`src/rtl/drv_pkg.sv`:
```
// Shared types and constants for the command driver and its FIFO.
package drv_pkg;

    // cmd value presented on the bus when no beat is being driven
    localparam logic [3:0] IDLE_CMD_DEFAULT = 4'd0;

    typedef enum logic {
        ST_IDLE   = 1'b0,
        ST_ACTIVE = 1'b1
    } drv_state_t;

    // One queued command as captured from the upstream port
    typedef struct packed {
        logic       burst;
        logic [3:0] len;
        logic [3:0] cmd;
        logic [3:0] adr;
        logic [3:0] data;
    } drv_entry_t;

    // Saturating increment for the beat counter
    function automatic logic [15:0] sat_inc16(input logic [15:0] v);
        return (v == 16'hFFFF) ? v : v + 16'd1;
    endfunction

endpackage

```
`src/rtl/cmd_fifo.sv`:
```
// Command FIFO: DEPTH entries, wrap-bit pointers, head visible combinationally.
module cmd_fifo
    import drv_pkg::*;
#(
    parameter int  DEPTH   = 4,
    parameter type entry_t = drv_entry_t
) (
    input  logic   clk,
    input  logic   rst,
    input  logic   push,
    input  entry_t push_entry,
    input  logic   pop,
    output entry_t head,
    output logic   full,
    output logic   empty
);

    localparam int AW = $clog2(DEPTH);

    entry_t          mem [DEPTH];
    logic   [AW:0]   wr_ptr;
    logic   [AW:0]   rd_ptr;
    logic            do_push;
    logic            do_pop;

    // Reset takes priority: nothing offered during reset lands in storage
    assign do_push = push && !full && !rst;
    assign do_pop  = pop && !empty && !rst;

    // Extra pointer bit distinguishes full from empty when indices match
    assign empty = (wr_ptr == rd_ptr);
    assign full  = (wr_ptr[AW] != rd_ptr[AW]) &&
                   (wr_ptr[AW-1:0] == rd_ptr[AW-1:0]);
    assign head  = mem[rd_ptr[AW-1:0]];

    // Pointer update; push and pop on one edge both advance
    always_ff @(posedge clk) begin
        if (rst) begin
            wr_ptr <= '0;
            rd_ptr <= '0;
        end else begin
            if (do_push) wr_ptr <= wr_ptr + (AW+1)'(1);
            if (do_pop)  rd_ptr <= rd_ptr + (AW+1)'(1);
        end
    end

    // Storage write; contents need no reset since pointers gate visibility
    always_ff @(posedge clk) begin
        if (do_push) mem[wr_ptr[AW-1:0]] <= push_entry;
    end

endmodule

```
`src/rtl/cmd_driver.sv`:
```
// Command driver: queues upstream commands and plays them onto the bus as
// single beats or incrementing-address bursts.
//
//   state     | meaning
//   ----------+-------------------------------------------------------------
//   ST_IDLE   | bus idle (IDLE_CMD/0/0); waiting for a queued command
//   ST_ACTIVE | a beat is on the bus; beats_left more beats of this command
module cmd_driver
    import drv_pkg::*;
#(
    parameter int         DEPTH    = 4,
    parameter logic [3:0] IDLE_CMD = IDLE_CMD_DEFAULT
) (
    input  logic        clk,
    input  logic        rst,
    input  logic        in_valid,
    output logic        in_ready,
    input  logic [3:0]  in_cmd,
    input  logic [3:0]  in_adr,
    input  logic [3:0]  in_data,
    input  logic        in_burst,
    input  logic [3:0]  in_len,
    output logic [3:0]  cmd,
    output logic [3:0]  adr,
    output logic [3:0]  data,
    output logic        busy,
    output logic [15:0] sent_count
);

    drv_state_t  state;
    logic [3:0]  beats_left;
    drv_entry_t  wr_entry;
    drv_entry_t  head;
    logic        fifo_full;
    logic        fifo_empty;
    logic        push;
    logic        pop;

    assign in_ready = !fifo_full;
    assign push     = in_valid && in_ready;
    assign wr_entry = '{burst: in_burst, len: in_len, cmd: in_cmd,
                        adr: in_adr, data: in_data};

    // Next command is taken whenever the current one has no beats left,
    // which in ST_IDLE is always true; this chains commands with no gap
    assign pop  = !fifo_empty && (state == ST_IDLE || beats_left == 4'd0);
    assign busy = (state == ST_ACTIVE) || !fifo_empty;

    cmd_fifo #(
        .DEPTH   (DEPTH),
        .entry_t (drv_entry_t)
    ) u_fifo (
        .clk        (clk),
        .rst        (rst),
        .push       (push),
        .push_entry (wr_entry),
        .pop        (pop),
        .head       (head),
        .full       (fifo_full),
        .empty      (fifo_empty)
    );

    // Beat sequencer with registered bus outputs and saturating beat count
    always_ff @(posedge clk) begin
        if (rst) begin
            state      <= ST_IDLE;
            beats_left <= 4'd0;
            cmd        <= IDLE_CMD;
            adr        <= 4'd0;
            data       <= 4'd0;
            sent_count <= 16'd0;
        end else begin
            case (state)
                ST_IDLE: begin
                    if (!fifo_empty) begin
                        cmd        <= head.cmd;
                        adr        <= head.adr;
                        data       <= head.data;
                        beats_left <= head.burst ? head.len : 4'd0;
                        state      <= ST_ACTIVE;
                        sent_count <= sat_inc16(sent_count);
                    end
                end
                ST_ACTIVE: begin
                    if (beats_left != 4'd0) begin
                        beats_left <= beats_left - 4'd1;
                        adr        <= adr + 4'd1;
                        sent_count <= sat_inc16(sent_count);
                    end else if (!fifo_empty) begin
                        cmd        <= head.cmd;
                        adr        <= head.adr;
                        data       <= head.data;
                        beats_left <= head.burst ? head.len : 4'd0;
                        sent_count <= sat_inc16(sent_count);
                    end else begin
                        cmd   <= IDLE_CMD;
                        adr   <= 4'd0;
                        data  <= 4'd0;
                        state <= ST_IDLE;
                    end
                end
                default: begin
                    state      <= ST_IDLE;
                    beats_left <= 4'd0;
                    cmd        <= IDLE_CMD;
                    adr        <= 4'd0;
                    data       <= 4'd0;
                end
            endcase
        end
    end

endmodule

```
`config.mk`:
```
export PLATFORM = sky130hd
export DESIGN_NAME = cmd_driver
export DESIGN_NICKNAME = d
export VERILOG_FILES = /design/src/rtl/drv_pkg.sv /design/src/rtl/cmd_fifo.sv /design/src/rtl/cmd_driver.sv
export SDC_FILE = /design/constraint.sdc
export NUM_CORES = 1
export LEC_CHECK = 0
export ABC_AREA = 1
export CAP_MARGIN = 25
export CORE_MARGIN = 5
export CORE_UTILIZATION = 51
export DETAILED_ROUTE_END_ITERATION = 16
export PLACE_DENSITY = 0.84
export SYNTH_ARGS = -nofsm -noshare
export SYNTH_HDL_FRONTEND = slang
export SYNTH_SLANG_ARGS = --single-unit
export TNS_END_PERCENT = 20
```
`constraint.sdc`:
```
create_clock -name clk -period 1.8 [get_ports clk]
set_input_delay 0.36 -clock clk [delete_from_list [all_inputs] [get_ports clk]]
set_output_delay 0.36 -clock clk [all_outputs]
set_load 0.01 [all_outputs]
```
==> metrics.txt, run 1 <==
clock sinks 109; initial antenna violation count 0; nature of the critical path endpoint primary output; final wirelength between 9000 and 10,000 um; Worst Hold Class reg -> reg; status complete, no violations; R2R cell count 8; Seq/Total Area, Yosys 0.6066; placed insts ~650; Nets ~580; port bufs 49; Layout area overhead 21.79%; routed vias 3,586; RSZ-0062 raised after global routing yes; share of cells above drive strength 1 0.1523; PD cells ~1300 mW/mm^2; largest net degree at the start of global routing 39; root buf cell clkbuf_8; drc violations 0; register area 0.002874 mm^2; ANT nets after route 0; H-tree depth 3; Multi-input gate area around 0.0016 mm^2; first-pass GRT wire length 16,580 um; total track usage 0.1840; worst path arrival time 1.42 ns; Min-Delay Endpoint cmd[2]$_SDFFE_PP0P_; worst r2r src u_fifo.rd_ptr[0]$_SDFFE_PP0P_; post-DR wirelength/cell about 15 um; die width 106.2 um; Mapped Nets 513; commonest non-fill, non-tap cell in the layout nand2_1; Critical Path Source Type flip-flop; routability cong. 0.8576; period utilisation layout 0.9906; Initial Util 0.5181; final setup vio count 0; Vias/cell 5.360; Yosys top cell area share 0.4327; most frequent cells in the layout nand2_1, edfxtp_1, nor2_1, clkdlybuf4s50_1, inv_1; CP max FO 3; Distinct cells, synth 34; clock slew at reported path FFs 0.11 ns; total CTS buffers 9; Leak 2.238 nW; leading area contributor after synthesis edfxtp_1; Mapped Cells 485; ranking of synthesized cells by area edfxtp_1, dfxtp_1, nand2_1; gr ovfl total 0; vias in the first global route around 3,500; R2R setup slack 0.12 ns; Hold Buf Count CTS 0; Final HPWL DP ~7000 um; Die Y 106.2 um; f_max 560.8 MHz; Placed Area 0.005493 mm^2; ANT cells 0; worst vdd ir 0.7109 mV; post-route insts no fill between 600 and 700; critical path class reg -> out; WHS Path Cells 2; final core occ 0.6310; std cell rows 35; yosys warns 0; Pre-antenna DRT Iters 4; core box area 0.009109 mm^2; register bit count reported by yosys 109; Iter 0 DRT Violations 197; Reg-to-Reg End u_fifo.mem[1][6]$_DFFE_PP_; CTS tree done; Max Cap Viol 0; Die ar. between 0.01 and 0.015 mm^2; cell area after synthesis about 0.0047 mm^2; syn avg cell area 9.731 um^2; Fill cells 700; clk_skew 0.01571 ns; number of I/O pins 50; Slew Viols, Final 0; relative slew slack 0.7288; Finished Cell Area 0.005748 mm^2; worst slew pin tran just over 0.4 ns; Hold Crit Start cmd[2]$_SDFFE_PP0P_; CP required 1.44 ns; Clock Latency Late Sink 0.38 ns; Pwr Total ~7.4 mW; minimum clock period approximately 1.8 ns; final hold vios 0; clock buffer depth 2
## how the worst max path moves through the flow
stage                                       to  cells past startpoint  slack, ns                     startpoint
floorplan           u_fifo.mem[0][0]$_DFFE_PP_                      7      -0.07  u_fifo.wr_ptr[0]$_SDFFE_PP0P_
global placement    u_fifo.mem[0][9]$_DFFE_PP_                      5       0.01                            rst
detailed placement  u_fifo.mem[2][5]$_DFFE_PP_                      4      -0.03                       in_valid
CTS                                       busy                      8      0.005  u_fifo.wr_ptr[0]$_SDFFE_PP0P_
global route                              busy                      8      -0.06  u_fifo.rd_ptr[0]$_SDFFE_PP0P_
finish                                    busy                      8       0.02  u_fifo.rd_ptr[0]$_SDFFE_PP0P_
## power breakdown
part           total (mW)  switching (mW)  internal [mW]  leakage [nW]
clock                1.41           0.877          0.536        0.0961
sequential           3.15           0.214           2.94         0.955
combinational        2.83            1.64           1.19          1.19
## registers in the layout (all words and copies together) (netlist names), named ones only
name,cells
u_fifo.mem,68
sent_count,16
adr,4
beats_left,4
cmd,4
data,4
u_fifo.rd_ptr,3
u_fifo.wr_ptr,3
state,1
## final cells by class
type,instances,area share
repair buffers,74,0.1282
multi-input cells,307,0.2810
inverters,52,0.03439
flip-flops and latches,109,0.5000
clock inverters,7,0.01067
clock buffers,9,0.02155
well taps,111,0.02416
## per-layer routing
layer | vias up | track usage | routed length, um
li1 | 1777 | - | -
met1 | 1687 | 0.2148 | 4053
met2 | 104 | 0.3308 | 5126
met3 | 18 | 0.04189 | 620
met4 | 0 | 0.06475 | 178
met5 | - | 0 | 0
## metrics by stage
stage          hold WS [ns]  worst slack, ns  TNS (ns)
6_report             0.4960          0.01689         0
5_1_grt              0.5118         -0.05946  -0.05946
4_1_cts              0.4984         0.004759         0
3_5_place_dp         0.4819         -0.03475    -1.943
3_3_place_gp         0.4823          0.01072         0
2_1_floorplan        0.4291         -0.06530    -4.440
## critical path, stage by stage (launching register included)
cell     delay, ns
dfxtp_2       0.37
inv_1         0.07
nand2_1       0.07
nand2_2       0.07
nor2_4        0.12
nand2_2       0.08
inv_2         0.09
nand2_4       0.05
buf_6         0.11
## kinds of logic (layout without fill, tap and decap cells)
group	count (synthesis)	after routing	synth area share
adder cells (fa/ha/maj)	8	8	0.02121
flip-flops	109	109	0.6066
buffers and inverters	69	142	0.06018
AND/OR/NAND/NOR	210	210	0.1925
AO/OA/AOI/OAI	84	84	0.1103
XOR/XNOR	5	5	0.009278
## cell usage after synthesis (all sizes together)
cell	number
a211oi	1
a21oi	22
a32o	8
buf	10
clkbuf	7
dfxtp	41
edfxtp	68
ha	8
inv	52
nand2	107
nand3	41
nand3b	1
nand4	4
nor2	55
nor3	2
o211ai	1
o21ai	43
o21bai	3
o22a	1
o22ai	5
xnor2	1
xor2	4
## repair_timing
item	4_1_cts	5_1_grt
pin swaps	1	3
endpoints found under the setup margin	2	10
gates resized for setup	15	13
buffers inserted	2	2
No activity file was read; power rests on OpenSTA's default activity.
==> run 2: changes to the inputs <==
Settings changed: REMOVE_ABC_BUFFERS set to 1.
==> run 2 against run 1 <==
  * Clock skew increased by 0.00084 ns
  * Largest power group unchanged
  * Die area unchanged
  * Sequential power about the same
  * Core utilization decreased by 0.069 points
  * Register-to-register slack got worse by 0.05 ns
  * Global-route usage increased by 0.31 points
==> metrics.txt, run 2 (same netlist as run 1, synthesis figures left out) <==
vias in the first global route 3,533 (+0.085%); clk_skew 0.01656 ns (+0.0008422 ns); Crit path buffers/inverters 2 (-1); worst slew pin tran 0.4141 ns (+0.01153 ns); critical path class reg -> out; first-pass GRT wire length 16,720 um (+0.83%); Worst Hold Class reg -> reg; f_max 563.9 MHz (+0.55%); clock slew at reported path FFs 0.12 ns (about the same); register area 0.002872 mm^2 (about the same); H-tree depth 3 (unchanged); CP most frequent cell nand2_2; worst path arrival time 1.41 ns (about the same); Finished Cell Area 0.005742 mm^2 (-0.11%); clock share of power 0.215 (+0.024); Initial Util 0.5181 (unchanged); Slowest cell on crit path dfxtp_4; drc violations 0 (unchanged); Die ar. 0.01128 mm^2 (unchanged); Crit path max-delay family flip-flops; initial antenna violation count 0 (unchanged); minimum clock period 1.773 ns (-0.009666 ns); Placed Area 0.005450 mm^2 (-0.77%); Iter 0 DRT Violations 272 (+38%); WHS 0.4974 ns (+0.001428 ns); Sw Ratio 0.3658 (-0.003029); final wirelength 10,270 um (+3.0%); relative slew slack 0.7237 (-0.005155); clock sinks 109 (unchanged); total track usage 0.1871 (+0.003114); GRT busiest layer met2; Slew Viols, Final 0 (unchanged); Pre-antenna DRT Iters 5 (+1); worst path cell trace inv_2 -> nand2_2 -> nand2_2 -> nor2_4 -> nand2_2 -> clkdlybuf4s15_1; Max Cap Viol 0 (unchanged); worst slack, placed -0.05184 ns (-0.01710 ns); Cell Int Power 4.833 mW (+3.5%); Final WS setup 0.02656 ns (+0.009666 ns); Leak 2.261 nW (+1.0%); Critical Path Source Type flip-flop; final hold vios 0 (unchanged); largest net degree at the start of global routing 39 (unchanged); CTS tree done; CP required 1.44 ns (about the same); GRT met1 Usage 0.2192 (+0.004443); ANT cells 0 (unchanged); Vias/cell 5.449 (+1.7%); core box area 0.009109 mm^2 (unchanged); Fill cells 706 (+0.86%); commonest non-fill, non-tap cell in the layout nand2_1; Hold Buf Count CTS 0 (unchanged); status complete, no violations; Multi-input gate area 0.001600 mm^2 (-0.93%); Seq pwr share 0.415 (-0.011); Layout area overhead 21.66%; Pwr Total 7.620 mW (+3.0%); clock buffer depth 2 (unchanged); total CTS buffers 9 (unchanged); Die Y 106.2 um (unchanged); RSZ-0062 raised after global routing yes; post-DR wirelength/cell 15.29 um (+2.5%); routability cong. 0.8174 (-4.7%); met3 Use GR 0.03643 (-0.005464); PD cells 1327 mW/mm^2 (+3.1%); Nets 584 (+0.52%); setup_tns 0 ns (unchanged); number of I/O pins 50 (unchanged); Clock Latency Late Sink 0.37 ns (about the same); CP max stage delay 0.38 ns (about the same); ANT nets after route 0 (unchanged); Largest register FFs 68 (unchanged); std cell rows 35 (unchanged); final setup vio count 0 (unchanged); nature of the critical path endpoint primary output; gr ovfl total 0 (unchanged); port bufs 49 (unchanged); M2 GR Usage 0.3389 (+0.008145); period utilisation layout 0.9852 (-0.005370); CP max FO 4 (+1); Final HPWL DP 7009 um (+0.85%); switching pwr 2.788 mW (+2.2%); most frequent cells in the layout nand2_1, edfxtp_1, nor2_1; share of cells above drive strength 1 0.1497 (-0.002597); worst vdd ir 0.6220 mV (-13%); die width 106.2 um (unchanged); Comb power frac 0.370 (-0.013); root buf cell clkbuf_8; routed vias 3,662 (+2.1%)
## run 2: cell types whose count changed in the layout (fill, tap and decap cells not counted), sizes merged
cell and change:
buf +3, clkdlybuf4s15 +1, inv -1, bufinv +1, clkbuf -1
## run 2: worst paths after layout
check | cells past startpoint | endpoint | slack, ns | startpoint
min reg2reg | 2 | cmd[0]$_SDFFE_PP0P_ | 0.50 | cmd[0]$_SDFFE_PP0P_
min | 2 | cmd[0]$_SDFFE_PP0P_ | 0.50 | cmd[0]$_SDFFE_PP0P_
max | 6 | in_ready | 0.03 | u_fifo.rd_ptr[1]$_SDFFE_PP0P_
max reg2reg | 8 | u_fifo.mem[2][9]$_DFFE_PP_ | 0.07 | u_fifo.rd_ptr[1]$_SDFFE_PP0P_
## run 2: timing repair
action                     CTS  global route
resized for setup           16             9
buffers inserted             2             1
pin swaps                    1             3
setup endpoints to repair    4            42
## run 2: layer usage
metal  up-vias  wire length (um)
met5         -                 0
li1       1779                 -
met1      1733              4073
met3        24               559
met2       126              5401
met4         0               239
## run 2: power groups by stage
stage	Sequential (mW)	Combinational, mW	Clock [mW]
final	3.16	2.82	1.64
after global placement	3.19	2.63	0
after CTS	3.15	2.77	1.66
after floorplan	3.30	1.49	0
after global routing	3.20	3.14	1.76
after detailed placement	3.20	2.71	0
## run 2: per-stage QoR
stage	utilization	instances
final	0.6304	672
after global routing	0.6304	672
after CTS	0.6268	671
after detailed placement	0.5984	653
after global placement	0.5984	653
after floorplan	-	468
## run 2: final cells by class
type | count | share of cell area
inverter | 52 | 0.03443
clock inverter | 7 | 0.01874
multi-input combinational | 307 | 0.2787
sequential | 109 | 0.5001
tap | 111 | 0.02419
timing repair buffer | 77 | 0.1222
clock buffer | 9 | 0.02157
## run 2: worst reg2reg max path: stages, from the launching register on
cell and delay [ns]:
dfxtp_4 0.37, inv_2 0.07, nand2_2 0.06, nand2_2 0.09, nor2_4 0.05, nand2_2 0.09, nand3_1 0.25, nor2_1 0.22
buf_4 0.22
==> run 3: changes to the inputs <==
Settings changed: CORE_ASPECT_RATIO set to 0.6, HOLD_SLACK_MARGIN set to 0.1.
==> run 3 against run 2 <==
  * Sequential share of layout area is 1.0 points lower
  * Sequential cell count stayed put
  * Design area is 1.9% higher
  * Sequential power hardly changed
  * Maximum frequency up 2.1%
  * Hold slack worse by 0.010 ns
  * Clock power grew 15%
  * Count of clock-buffer cells in the layout stayed put
  * Non-clock buffer count shrank 5
  * Critical path depth is 1 lower
  * Via count is essentially flat
  * Critical endpoint is now busy
==> metrics.txt, run 3 (same netlist as run 1, synthesis figures left out) <==
critical path class reg -> out; port bufs 49 (unchanged); routability cong. 0.8531 (+4.4%); RSZ-0062 raised after global routing yes; clock share of power 0.238 (+0.023); clk_skew 0.007085 ns (-0.009471 ns); Nets 579 (-0.86%); Initial Util 0.5193 (+0.001213); total CTS buffers 9 (unchanged); largest net degree at the start of global routing 39 (unchanged); number of I/O pins 50 (unchanged); drc violations 0 (unchanged); clock slew at reported path FFs 0.07 ns (-0.05 ns); worst vdd ir 0.6388 mV (+2.7%); share of cells above drive strength 1 0.1403 (-0.009445); CP max FO 4 (unchanged); CTS tree done; H-tree depth 3 (unchanged); die width 134.2 um (+26%); initial antenna violation count 0 (unchanged); CP required 1.44 ns (about the same); total track usage 0.1952 (+0.008030); Critical Path Source Type flip-flop; commonest non-fill, non-tap cell in the layout nand2_1; Worst Hold Class reg -> reg; Layout area overhead 23.99%; status complete, no violations; switching pwr 2.822 mW (+1.2%); Finished Cell Area 0.005852 mm^2 (+1.9%); Clock Latency Late Sink 0.35 ns (-0.02 ns); relative slew slack 0.6539 (-0.06977); ANT cells 0 (unchanged); Vias/cell 5.446 (about the same); Cell Int Power 5.077 mW (+5.1%); most frequent cells in the layout nand2_1, edfxtp_1, inv_1, nor2_1, clkdlybuf4s50_1; Max Cap Viol 0 (unchanged); Die ar. 0.01134 mm^2 (+0.56%); core box area 0.009087 mm^2 (-0.23%); clock buffer depth 2 (unchanged); Die Y 84.52 um (-20%); period utilisation layout 0.9649 (-0.02030); nature of the critical path endpoint primary output; Leak 2.271 nW (+0.45%); Largest register FFs 68 (unchanged); Sw Ratio 0.3572 (-0.008618); ANT nets after route 0 (unchanged); gr ovfl total 0 (unchanged); post-DR wirelength/cell 15.99 um (+4.6%); Placed Area 0.005477 mm^2 (+0.48%); Iter 0 DRT Violations 278 (+2.2%); setup_tns 0 ns (unchanged); Comb power frac 0.362 (-0.008); clock sinks 109 (unchanged); root buf cell clkbuf_16; placed insts 654 (+0.15%); f_max 575.7 MHz (+2.1%); worst slew pin tran 0.5186 ns (+0.1045 ns); worst path arrival time 1.38 ns (-0.03 ns); Final HPWL DP 7388 um (+5.4%); first-pass GRT wire length 17,470 um (+4.5%); final setup vio count 0 (unchanged); post-route insts no fill 672 (unchanged); PD cells 1350 mW/mm^2 (+1.7%); Slew Viols, Final 0 (unchanged); routed vias 3,660 (-0.055%); minimum clock period 1.737 ns (-0.03653 ns); final wirelength 10,750 um (+4.6%); vias in the first global route 3,574 (+1.2%); Pre-antenna DRT Iters 5 (unchanged); std cell rows 27 (-23%); Seq pwr share 0.400 (-0.015); final hold vios 0 (unchanged)
==> run 3: final timing paths <==
kind | start | endpoint | slack, ns | cells past startpoint
worst max-delay path | u_fifo.wr_ptr[2]$_SDFFE_PP0P_ | busy | 0.06 | 5
worst min-delay path | data[0]$_SDFFE_PP0P_ | data[0]$_SDFFE_PP0P_ | 0.49 | 2
worst max register to register | u_fifo.rd_ptr[0]$_SDFFE_PP0P_ | u_fifo.mem[1][12]$_DFFE_PP_ | 0.10 | 10
worst min register to register | data[0]$_SDFFE_PP0P_ | data[0]$_SDFFE_PP0P_ | 0.49 | 2
==> run 3: repair_timing <==
action	in CTS	in global routing
pin swaps	1	1
buffers inserted	1	1
gates resized for setup	18	12
setup endpoints to repair	2	85
hold buffers	0	0
gates cloned	0	0
==> run 3: worst max-delay path, cell delays in order (launching register included) <==
cell and delay [ns]:
dfxtp_1 0.48, xnor2_2 0.19, nand2_2 0.10, inv_2 0.09
nand2_4 0.06, buf_6 0.12
==> run 3: metrics by stage <==
step	total power [mW]	hold slack, ns	utilization	setup slack [ns]
2_1_floorplan	4.795	0.4291	-	-0.5968
4_1_cts	7.808	0.4870	0.6365	0.03992
6_report	7.899	0.4869	0.6439	0.06309
5_1_grt	8.343	0.5008	0.6439	-0.02872
3_3_place_gp	5.783	0.4736	0.6026	0.06294
3_5_place_dp	5.901	0.4766	0.6026	-0.03254
==> run 3: cell type report <==
type | count | area, um^2
fill | 681 | 3236
sequential | 109 | 2867
multi-input combinational | 307 | 1649
timing repair buffer | 72 | 709.4
clock buffer | 9 | 225.2
inverter | 52 | 197.7
tap | 116 | 145.1
clock inverter | 7 | 58.81
==> run 3: layer usage <==
layer | part of all wire | global-route usage
met4 | 0.013 | 0.06285
met1 | 0.44 | 0.2658
met2 | 0.49 | 0.3090
met5 | 0 | 0
met3 | 0.059 | 0.04970
==> run 3: power groups by stage <==
stage                     clock network [mW]  registers (mW)  logic, mW
final                                   1.88            3.16       2.86
after global routing                    2.02            3.19       3.13
after CTS                               1.91            3.15       2.75
after detailed placement                   0            3.20       2.70
after global placement                     0            3.19       2.60
after floorplan                            0            3.30       1.49
==> RTL edit 1: new RTL, config.mk and constraints of run 2 <==
`DEPTH` is set to 4 in 2 places; all go to 8.
--- a/src/rtl/cmd_fifo.sv
+++ b/src/rtl/cmd_fifo.sv
@@ -2,7 +2,7 @@
 module cmd_fifo
     import drv_pkg::*;
 #(
-    parameter int  DEPTH   = 4,
+    parameter int  DEPTH   = 8,
     parameter type entry_t = drv_entry_t
 ) (
     input  logic   clk,
--- a/src/rtl/cmd_driver.sv
+++ b/src/rtl/cmd_driver.sv
@@ -8,7 +8,7 @@
 module cmd_driver
     import drv_pkg::*;
 #(
-    parameter int         DEPTH    = 4,
+    parameter int         DEPTH    = 8,
     parameter logic [3:0] IDLE_CMD = IDLE_CMD_DEFAULT
 ) (
     input  logic        clk,
Check against the original RTL: not equivalent (a bounded check fails within 10 cycles, from zero or initial values and one cycle with rst high).
==> RTL edit 1 against run 2 <==
  * First-iteration DRC count grew 140%
  * Final cell count grew 53%
  * Sequential cell count grew 71
  * The flow now finishes with violations (negative setup slack)
  * Largest cell class unchanged
  * Total power grew 65%
  * Highest routed layer unchanged
  * Cell area grew 61%
  * Synthesized area grew 61%
  * Synthesized cell count grew 52%
  * Worst setup slack lost 0.14 ns
  * Combinational power grew 49%
  * Die area grew 54%
  * Routed wire length grew 72%
==> RTL edit 1: results <==
group,metric,value,unit
global_routing,grt_use_met1,25.08,%
placed_design,place.gp.congestion,0.8499,
power_and_ir_drop,vdd_ir_drop_max,0.8359,mV
cells_and_area,largest_register_ffs,136,
yosys,synthAdderAreaFrac,0.8258,%
yosys,synth_edf_count,136,
power_and_ir_drop,power_frac_seq,39.4,%
routing,wl_met1,6966,µm
worst_setup_path,crit_family,"simple AND/OR/NAND/NOR gates",
worst_setup_path,endpoint,"busy",
placed_design,dp_cells,990,
hold_path,worstHoldEndpoint,"data[0]",
routing,wl_met2,8994,µm
run_status,violations,"negative setup slack",
worst_setup_path,r2r-start,"u_fifo.wr_ptr[1]",
yosys,seq_area_frac_synth,65.53,%
global_routing,grt_max_degree,70,
clock_network,root_buffer,"clkbuf_16",
power_and_ir_drop,p_leak,3.488,nW
placed_design,dp_slack,-0.3342,ns
hold_path,hp-start,"data[0]",
yosys,synth-compound-area-share,9.166,%
worst_setup_path,r2r-end,"u_fifo.mem[4][12]",
cells_and_area,nets,856,
clock_network,cts_buffers,17,
sta,setup_ws,-0.1119,ns
clock_network,path_clk_slew,0.07,ns
sta,finClkSkew,0.009944,ns
sta,tns,-0.1119,ns
yosys,synthTopCellsByCount,"nand2_1, edfxtp_1, nor2_1",
sta,setup_viol,1,
placed_design,place_area,8605,µm²
worst_setup_path,arrival,1.55,ns
run_status,status,"finished with violations",
clock_network,htree_levels,4,
yosys,yosysUniqueCellTypes,34,
yosys,syn_inst,738,
global_routing,grtUsageTotal,20.37,%
cells_and_area,final_cells,1028,
global_routing,gr-usage-met3,4.542,%
routing,met3_length,1282,µm
yosys,synthXorXnorAreaFrac,0.5780,%
worst_setup_path,reg2reg_slack,0.05,ns
power_and_ir_drop,intPower,8.245,mW
power_and_ir_drop,comb_cell_power,4.19,mW
routing,num_vias,5710,
routing,wirelength,17700,µm
global_routing,grt_pass1_vias,5548,
yosys,synth_area_leaders,"edfxtp_1, dfxtp_1, nand2_1, nor2_1, o21ai_0",
worst_setup_path,worstRegToRegCells,10,
power_and_ir_drop,comb_power_share,33.3,%
sta,slew_headroom,60.65,%
placed_design,dp_hpwl,11800,µm
RTL edit 1: what timing repair did:
action,in CTS,in global routing
setup endpoints to repair,123,153
pin swaps,4,4
resized for setup,24,17
setup buffers,3,3
RTL edit 1: layout make-up:
| cell class | count | area (µm²) | share of cell area (%) |
|---|---|---|---|
| Clock buffer | 23 | 479.2 | 5.168 |
| Clock inverter | 9 | 71.32 | 0.7691 |
| Inverter | 47 | 178.9 | 1.930 |
| Multi-Input combinational cell | 480 | 2337 | 25.21 |
| Sequential cell | 180 | 4984 | 53.74 |
| Tap cell | 184 | 230.2 | 2.483 |
| Timing Repair Buffer | 105 | 992.2 | 10.70 |
RTL edit 1: kinds of logic after synthesis:
group	Yosys count
adder cells (fa/ha/maj)	5
AND/OR/NAND/NOR	340
flip-flops	180
XOR/XNOR	5
buffers and inverters	78
AO/OA/AOI/OAI	130
==> RTL edit 2: new RTL, config.mk and constraints of run 2 <==
Made on the original files. Register the output `sent_count` once more, without a reset; this adds one clock of latency there. The other outputs are not delayed to match.
--- a/src/rtl/cmd_driver.sv
+++ b/src/rtl/cmd_driver.sv
@@ -26,6 +26,8 @@
     output logic        busy,
     output logic [15:0] sent_count
 );
+
+    logic [15:0] sent_count_s0;
 
     drv_state_t  state;
     logic [3:0]  beats_left;
@@ -68,7 +70,7 @@
             cmd        <= IDLE_CMD;
             adr        <= 4'd0;
             data       <= 4'd0;
-            sent_count <= 16'd0;
+            sent_count_s0 <= 16'd0;
         end else begin
             case (state)
                 ST_IDLE: begin
@@ -78,20 +80,20 @@
                         data       <= head.data;
                         beats_left <= head.burst ? head.len : 4'd0;
                         state      <= ST_ACTIVE;
-                        sent_count <= sat_inc16(sent_count);
+                        sent_count_s0 <= sat_inc16(sent_count_s0);
                     end
                 end
                 ST_ACTIVE: begin
                     if (beats_left != 4'd0) begin
                         beats_left <= beats_left - 4'd1;
                         adr        <= adr + 4'd1;
-                        sent_count <= sat_inc16(sent_count);
+                        sent_count_s0 <= sat_inc16(sent_count_s0);
                     end else if (!fifo_empty) begin
                         cmd        <= head.cmd;
                         adr        <= head.adr;
                         data       <= head.data;
                         beats_left <= head.burst ? head.len : 4'd0;
-                        sent_count <= sat_inc16(sent_count);
+                        sent_count_s0 <= sat_inc16(sent_count_s0);
                     end else begin
                         cmd   <= IDLE_CMD;
                         adr   <= 4'd0;
@@ -110,5 +112,9 @@
         end
     end
 
+    always_ff @(posedge clk) begin
+        sent_count <= sent_count_s0;
+    end
+
 endmodule
 
Formal check against the unedited RTL: not equivalent (a bounded check fails within 4 cycles, from zero or initial values and one cycle with rst high).
==> RTL edit 2 against run 2 <==
  * The flow now finishes with violations (negative setup slack)
  * Routed wire length grew 13%
  * Sequential share of layout area shrank 0.69 points
  * Largest power group unchanged
  * Total power grew 22%
  * Register-to-register slack gained 0.04 ns
  * Core utilization grew 3.5 points
  * Synthesized area grew 7.4%
  * Worst setup slack lost 0.069 ns
  * Via count grew 5.6%
  * Non-clock buffer count grew 2
  * Sequential cell count grew 16
  * Cell area grew 13%
  * Hold slack lost 0.13 ns
==> RTL edit 2: results <==
group,metric,value,unit
run_status,status,"finished with violations",
run_status,violations,"negative setup slack",
hold_path,hp-class,"reg -> reg",
cells_and_area,largest_register_ffs,68,
routing,num_vias,3866,
yosys,synth_edf_count,68,
routing,drt_iter0_drc,360,
clock_network,clock_path_buffers,2,
yosys,yosysWarnings,0,
worst_setup_path,reg2reg_slack,0.11,ns
sta,finClkSkew,0.007213,ns
routing,wirelength,11590,µm
placed_design,place_area,5833,µm²
worst_setup_path,endpoint,"busy",
cells_and_area,antenna_cells,0,
yosys,ys.flop_type,"edfxtp_1",
global_routing,grt_pass1_wl,18150,µm
clock_network,htree_levels,4,
yosys,syn_inst,501,
placed_design,port_buffers,49,
cells_and_area,nets,610,
worst_setup_path,worstSetupStartpoint,"u_fifo.rd_ptr[0]",
clock_network,root_buffer,"clkbuf_8",
clock_network,path_clk_slew,0.06,ns
yosys,yosysUniqueCellTypes,35,
sta,slew_viol_final,0,
placed_design,dp_hpwl,7451,µm
worst_setup_path,worstPathMaxFanout,4,
yosys,seq_area_frac_synth,62.81,%
yosys,synth_area_leaders,"edfxtp_1, dfxtp_1, nand2_1, nor2_1, nand3_1",
clock_network,clk_latency,0.52,ns
worst_setup_path,worstRegToRegCells,8,
placed_design,dp_slack,0.01166,ns
placed_design,place.gp.congestion,0.8674,
sta,slew_headroom,74.99,%
worst_setup_path,r2r-end,"u_fifo.mem[1][15]",
power_and_ir_drop,vdd_ir_drop_max,0.8340,mV
worst_setup_path,r2r-start,"u_fifo.wr_ptr[2]",
power_and_ir_drop,p_leak,2.671,nW
cells_and_area,fillers,719,
cells_and_area,drive_above_1_share,18.32,%
sta,tns,-0.04235,ns
global_routing,antenna_found_initial,0,
routing,drcViolationCount,0,
sta,setup_ws,-0.04235,ns
clock_network,cts_buffers,17,
hold_path,hp-start,"sent_count_s0[10]",
global_routing,grtUsageTotal,20.08,%
yosys,synthArstFlopShare,0,%
sta,setup_viol,1,
worst_setup_path,arrival,1.48,ns
routing,wire_per_inst,15.92,µm
placed_design,dp_cells,692,
global_routing,grt_max_degree,35,
global_routing,grt_pass1_vias,3759,
yosys,synthTopCellsByCount,"nand2_1, edfxtp_1, dfxtp_1",
-- RTL edit 2: cell count changes in the layout (fill, tap and decap cells not counted), sizes merged, moves of 7 or more --
| cell | run 2 | this run |
|---|---|---|
| dlymetal6s2s | 0 | 8 |
| clkbuf | 9 | 17 |
| o21ai | 43 | 33 |
| clkinv | 2 | 9 |
| dfxtp | 41 | 57 |
| clkdlybuf4s50 | 47 | 34 |
-- RTL edit 2: what timing repair did --
action	CTS	global route
gates resized for setup	24	18
buffers inserted	1	3
pin swaps	3	6
endpoints found under the setup margin	7	16
-- RTL edit 2: routing by layer --
layer  global-route usage, %  routed length (µm)
met1                   23.17                4520
met2                   35.00                6113
met3                   5.696                 700
met4                   8.281                 259
met5                       0                   0
-- RTL edit 2: worst min path at each step --
stage | end | slack (ns) | cells after the start
4_1_cts | sent_count[10] | 0.37 | 0
6_report | sent_count[10] | 0.37 | 0
3_5_place_dp | sent_count[10] | 0.36 | 0
5_1_grt | sent_count[10] | 0.39 | 0
2_1_floorplan | sent_count[10] | 0.35 | 0
3_3_place_gp | sent_count[10] | 0.36 | 0
-- RTL edit 2: cell families after synthesis --
| kind of cell | after synthesis | share of synthesized area [%] |
|---|---|---|
| AOI/OAI and AO/OA | 81 | 9.284 |
| xor gates and xnor gates | 3 | 0.6668 |
| adders and majority gates | 8 | 1.975 |
| buffers and inverters | 66 | 5.333 |
| DFF | 125 | 62.81 |
| and+or+nand+nor | 218 | 19.93 |
-- RTL edit 2: area by class of cell --
class / count / share of cell area, %
Sequential cell: 125 / 49.32
Multi-Input combinational cell: 310 / 25.48
Timing Repair Buffer: 79 / 11.21
Clock buffer: 17 / 6.400
Inverter: 49 / 2.842
Tap cell: 133 / 2.572
Clock inverter: 15 / 2.165
-- RTL edit 2: per-stage QoR --
stage / utilization, % / total power [mW]
6_report: 66.51 / 9.318
5_1_grt: 66.51 / 9.799
4_1_cts: 65.77 / 9.319
3_5_place_dp: 59.95 / 6.133
3_3_place_gp: 59.95 / 6.048
2_1_floorplan: - / 5.046
-- RTL edit 2: where the power goes --
| part | internal (mW) | switching [mW] | total, mW |
|---|---|---|---|
| logic | 1.06 | 1.61 | 2.67 |
| registers | 3.32 | 0.182 | 3.50 |
| clock network | 1.85 | 1.30 | 3.14 |
| total | 6.23 | 3.09 | 9.32 |
-- RTL edit 2: worst max-delay path: stages (launching register included) --
cell	delay, ns
dfxtp_2	0.35
inv_2	0.06
nand2_2	0.09
nand2_4	0.07
inv_2	0.05
nand2_2	0.05
nor2_4	0.09
nand2_2	0.06
buf_6	0.12
